**src/rtl/systolic_ctrl.sv**
```systemverilog
// systolic_ctrl: sequencer for an NxN output-stationary systolic array (clear, skewed feed,
// drain, capture). Define SYSTOLIC_CTRL_PERF_EN to add handshake/stall perf counters.
module systolic_ctrl #(
  parameter int unsigned W     = 32,
  parameter int unsigned N     = 3,
  parameter int unsigned DRAIN = 2
) (
  input  logic                 i_clk,
  input  logic                 i_rst_n,
  input  logic                 i_valid,
  output logic                 o_ready,
  input  logic [W*N*N-1:0]     i_A_mat,
  input  logic [W*N*N-1:0]     i_B_mat,
  output logic                 o_arr_clr,
  output logic                 o_arr_en,
  output logic [W*N-1:0]       o_arr_A,
  output logic [W*N-1:0]       o_arr_B,
  input  logic [2*W*N*N-1:0]   i_arr_C,
  output logic                 o_valid,
  input  logic                 i_ready,
  output logic                 o_busy,
  output logic [2*W*N*N-1:0]   o_C
`ifdef SYSTOLIC_CTRL_PERF_EN
  ,
  output logic [15:0]          o_perf_ops,
  output logic [15:0]          o_perf_stall
`endif
);

  localparam int unsigned FeedLen = 3 * N - 2;
  localparam int unsigned CntW    = $clog2(3 * N - 1);
  localparam int unsigned DrnW    = (DRAIN > 1) ? $clog2(DRAIN) : 1;

  typedef enum logic [2:0] {StIdle, StClear, StFeed, StDrain, StDone} state_e;

  state_e                state_q, state_d;
  logic [CntW-1:0]       cnt_q, cnt_d;
  logic [DrnW-1:0]       drn_q, drn_d;
  logic [W*N*N-1:0]      a_q, b_q;
  logic [W*N-1:0]        arr_a_q, arr_a_d, arr_b_q, arr_b_d;
  logic                  arr_clr_q, arr_en_q, valid_q, busy_q;
  logic [2*W*N*N-1:0]    c_q;

  always_comb begin
    state_d = state_q;
    cnt_d   = cnt_q;
    drn_d   = drn_q;
    unique case (state_q)
      StIdle:  if (i_valid) state_d = StClear;
      StClear: begin
        state_d = StFeed;
        cnt_d   = '0;
      end
      StFeed: begin
        if (cnt_q == CntW'(FeedLen - 1)) begin
          state_d = (DRAIN == 0) ? StDone : StDrain;
          drn_d   = '0;
        end else begin
          cnt_d = cnt_q + CntW'(1);
        end
      end
      StDrain: begin
        if (drn_q == DrnW'(DRAIN - 1)) state_d = StDone;
        else                           drn_d   = drn_q + DrnW'(1);
      end
      StDone:  if (i_ready) state_d = StIdle;
      default: state_d = StIdle;
    endcase
  end

  // Edge vectors for the upcoming cycle: row i of A and column i of B share skew offset k.
  always_comb begin
    int k;
    k       = 0;
    arr_a_d = '0;
    arr_b_d = '0;
    if (state_d == StFeed) begin
      for (int i = 0; i < int'(N); i++) begin
        k = int'(cnt_d) - i;
        if (k >= 0 && k < int'(N)) begin
          arr_a_d[i*W +: W] = a_q[(i*int'(N) + k)*W +: W];
          arr_b_d[i*W +: W] = b_q[(k*int'(N) + i)*W +: W];
        end
      end
    end
  end

  always_ff @(posedge i_clk or negedge i_rst_n) begin
    if (!i_rst_n) begin
      state_q   <= StIdle;
      cnt_q     <= '0;
      drn_q     <= '0;
      a_q       <= '0;
      b_q       <= '0;
      arr_a_q   <= '0;
      arr_b_q   <= '0;
      arr_clr_q <= 1'b0;
      arr_en_q  <= 1'b0;
      valid_q   <= 1'b0;
      busy_q    <= 1'b0;
      c_q       <= '0;
    end else begin
      state_q   <= state_d;
      cnt_q     <= cnt_d;
      drn_q     <= drn_d;
      if (state_q == StIdle && i_valid) begin
        a_q <= i_A_mat;
        b_q <= i_B_mat;
      end
      arr_a_q   <= arr_a_d;
      arr_b_q   <= arr_b_d;
      arr_clr_q <= (state_d == StClear);
      arr_en_q  <= (state_d == StFeed) || (state_d == StDrain);
      valid_q   <= (state_d == StDone);
      busy_q    <= (state_d != StIdle);
      if (state_d == StDone && state_q != StDone) c_q <= i_arr_C;
    end
  end

  assign o_ready   = (state_q == StIdle);
  assign o_arr_clr = arr_clr_q;
  assign o_arr_en  = arr_en_q;
  assign o_arr_A   = arr_a_q;
  assign o_arr_B   = arr_b_q;
  assign o_valid   = valid_q;
  assign o_busy    = busy_q;
  assign o_C       = c_q;

`ifdef SYSTOLIC_CTRL_PERF_EN
  logic [15:0] perf_ops_q, perf_stall_q;

  always_ff @(posedge i_clk or negedge i_rst_n) begin
    if (!i_rst_n) begin
      perf_ops_q   <= '0;
      perf_stall_q <= '0;
    end else if (state_q == StDone) begin
      if (i_ready && perf_ops_q != 16'hFFFF)    perf_ops_q   <= perf_ops_q + 16'd1;
      if (!i_ready && perf_stall_q != 16'hFFFF) perf_stall_q <= perf_stall_q + 16'd1;
    end
  end

  assign o_perf_ops   = perf_ops_q;
  assign o_perf_stall = perf_stall_q;
`endif

endmodule

```
**config.mk**
```make
export PLATFORM = sky130hd
export DESIGN_NAME = systolic_ctrl
export DESIGN_NICKNAME = d
export VERILOG_FILES = /design/src/rtl/systolic_ctrl.sv
export SDC_FILE = /design/constraint.sdc
export NUM_CORES = 2
export LEC_CHECK = 0
export CELL_PAD_IN_SITES_DETAIL_PLACEMENT = 1
export CELL_PAD_IN_SITES_GLOBAL_PLACEMENT = 2
export CORE_AREA = 3 3 740 742
export CTS_CLUSTER_SIZE = 14
export DETAILED_ROUTE_END_ITERATION = 10
export DIE_AREA = 0 0 743 745
export PLACE_DENSITY_LB_ADDON = 0.1
export SLEW_MARGIN = 30
export SYNTH_ARGS = -nofsm -noshare
export SYNTH_HDL_FRONTEND = slang
export SYNTH_SLANG_ARGS = --single-unit
export TNS_END_PERCENT = 5
```
**constraint.sdc**
```tcl
create_clock -name i_clk -period 11.1 [get_ports i_clk]
set_input_delay 2.22 -clock i_clk [delete_from_list [all_inputs] [get_ports i_clk]]
set_output_delay 2.22 -clock i_clk [all_outputs]
set_load 0.005 [all_outputs]
```
==> flow_summary_export.csv <==
group,metric,value,unit
layout,fill_cells,60700,
timing,post-route-min-period,6.93,ns
timing,rsz0062_at_grt,"no",
synthesis,syn-instance-count,4667,
synthesis,synthMuxAreaShare,27.7,%
global_route,grt_pass1_vias,52800,
layout,fin_cells,14000,
worst_setup_path,crit_arrival,7.71,ns
synthesis,synth_area_leader_cell,"dfrtp_1",
hold_path,hold_path_end,"o_arr_A[92]",
global_route,grt_usage,18.3,%
synthesis,synth_warnings,0,
power,leakage,36.8,nW
synthesis,ys_seq_area_share,57.1,%
worst_setup_path,regToRegStartpoint,"state_q[0]",
global_route,antenna_found_initial,515,
worst_setup_path,worst_r2r_endpoint,"o_arr_B[36]",
floorplan,die_w,743,µm
run,max_cap_violations,0,
hold_path,hold_path_class,"flop to flop",
synthesis,synthFlopType,"dfrtp_1",
cts,htreeDepth,4,
worst_setup_path,r2r_cells,13,
status,status,"complete, no violations",
timing,fin_crit_sh,62.4,%
synthesis,synth_seq_cells,1355,
synthesis,yosysTopAreaCellShare,57.1,%
route,wirelength,526000,µm
worst_setup_path,end_kind,"flop",
synthesis,synth_compound_area_share,4.25,%
floorplan,core-area,541000,µm²
layout,drive_gt1_share,24.8,%
placed_design,io_buffers,1928,
synthesis,syn-num-nets,5844,
timing,tightest_slew,1.20,ns
global_route,grt_overflow,0,
worst_setup_path,worstSetupStartpointType,"flop",
route,wl_per_cell,37.5,µm
timing,skew,0.0640,ns
layout,fin_nets,7729,
timing,finalSetupViolCount,0,
cts,cts_made_buffers,209,
timing,tns,0,ns
synthesis,synth_fa_ha_area_share,0.455,%
synthesis,synth-xor-area-share,0.173,%
placed_design,dp_hpwl,425000,µm
synthesis,synth.area.top_cells,"dfrtp_1, mux2_2, mux4_2",
route,drc,0,
cts,clkSinkCount,1355,
synthesis,synth.avg_cell_area,12.7,µm²
cts,tritoncts,"built",
route,ant_nets,0,
hold_path,min_path_cells,1,
global_route,grt_max_degree,135,
route,via_per_inst,3.55,
route,drtPass1Iterations,5,
layout,syn2layout_area_growth,59.4,%
cts,clockBufferDepth,4,
cts,clock_latency,0.93,ns
cts,root_buffer,"clkbuf_16",
cts,path_clk_slew,0.05,ns
cts,ctsResizeCount,0,
cts,post_cts_buffers,0,
hold_path,hp-start,"a_q[284]",
power,power_density,460,nW/µm²
floorplan,initial_core_util,11.0,%
synthesis,async_flop_share,100,%
cts,hold_buffers,0,
floorplan,rows,270,
timing,fmax,144,MHz
synthesis,synthSimpleGateAreaFrac,7.78,%
timing,finalHoldViolations,0,
synthesis,synth_top_family_by_area,"multiplexers",
worst_setup_path,cp_max_fo,51,
route,first_iter_violations,2585,
synthesis,synth-edff-count,0,
route,vias,49800,
worst_setup_path,path_class,"flop to flop",
layout,mostFrequentLayoutCells,"clkdlybuf4s50_1, dfrtp_1, mux2_2, nand2_1, nor2_1",
synthesis,yosysUniqueCellTypes,55,
placed_design,dp_cells,13500,
floorplan,ios,1929,
floorplan,fp.dieH,745,µm
worst_setup_path,cp.required,11.88,ns
worst_setup_path,rrSetupSlack,4.17,ns
power,vdd_drop_max,1.39,mV
floorplan,die-area,554000,µm²
timing,drv_slew,0,
placed_design,placed_cell_area,87400,µm²
placed_design,routabilityCongestion,0.963,
layout,final_common_cell,"clkdlybuf4s50_1",
layout,post-route-cell-area,94800,µm²
timing,relSlewSlack,19.9,%
global_route,grt_pass1_wl,654000,µm
synthesis,synth_area,59400,µm²
-- metal layers --
metal | track usage (%) | share of wire [%]
met1 | 20.8 | 39
met2 | 31.2 | 48
met3 | 7.91 | 9.8
met4 | 5.13 | 3.6
met5 | 0 | 0.33
-- area by class of cell --
| type | count | area (µm²) | share of cell area (%) |
|---|---|---|---|
| sequential | 1355 | 33900 | 35.8 |
| timing repair buffer | 2006 | 20200 | 21.3 |
| clock buffer | 313 | 6210 | 6.55 |
| multi-input combinational | 2936 | 24200 | 25.5 |
| tap | 7208 | 9020 | 9.52 |
| antenna | 113 | 283 | 0.298 |
| clock inverter | 64 | 838 | 0.885 |
| inverter | 44 | 180 | 0.190 |
-- state kept, by name, summed over array words and instances (netlist names) --
signal     count
state_q        3
b_q          288
o_busy         1
drn_q          1
o_arr_A       96
cnt_q          3
o_arr_B       96
o_arr_en       1
o_valid        1
o_arr_clr      1
o_C          576
a_q          288
-- worst max path at each step --
stage             endpoint        from  cells after the start
2_1_floorplan  o_arr_B[35]    cnt_q[0]                     20
3_3_place_gp   o_arr_B[44]  state_q[0]                     13
3_5_place_dp   o_arr_B[36]  state_q[0]                     13
4_1_cts        o_arr_B[36]  state_q[0]                     13
5_1_grt        o_arr_B[36]  state_q[0]                     13
6_report       o_arr_B[36]  state_q[0]                     13
-- cell families (layout without fill, tap and decap cells) --
group           Yosys count  count (layout)
mux                    1385            1385
flops                  1355            1355
simple gates           1087            1087
compound gates          433             433
buf+inv                 376            2427
fa+ha+maj                21              21
xor+xnor                 10              10
other cells               0             113
-- where the power goes --
group	internal, mW	switching (mW)	leakage (nW)
Combinational	10.7	16.1	17.1
Clock	4.18	2.88	3.48
Sequential	7.31	2.41	16.3
-- synth_stat cells (3+ instances only) --
cell type	count
buf_4	10
a21oi_1	171
a311oi_1	32
buf_6	5
o22ai_1	54
xnor2_1	6
buf_2	33
nor3_1	147
ha_1	20
o2bb2ai_1	12
mux4_2	96
clkbuf_1	264
inv_1	42
nor2b_1	9
nand3b_1	3
dfrtp_1	1355
buf_1	19
nand2_1	432
o21ai_0	116
and3_1	67
mux2_2	1121
nand3_1	81
and2_1	4
a211oi_1	4
nor2_1	331
nand2b_1	3
mux2i_1	167
a22oi_1	33
-- per-stage QoR --
stage | hold slack [ns] | utilization (%) | total power, mW | setup slack, ns
floorplan | 0.456 | - | 23.2 | 6.08
global placement | 0.473 | 16.2 | 37.6 | 4.01
detailed placement | 0.481 | 16.2 | 37.7 | 3.94
CTS | 0.491 | 17.5 | 45.2 | 3.94
global route | 0.499 | 17.5 | 46.6 | 3.80
finish | 0.488 | 17.5 | 43.6 | 4.17
-- critical path: stages (launching register included) --
cell and delay (ns):
dfrtp_1 0.65, nor2_1 0.20, o21ai_0 0.34, nand2_4 0.35
inv_8 0.48, buf_4 0.72, ha_1 0.43, inv_1 0.21
ha_1 0.32, fa_4 1.37, and4_2 0.37, buf_4 0.59
a22oi_1 0.24, a21oi_1 0.23
Note: power is estimated with default switching activity, not from simulation.
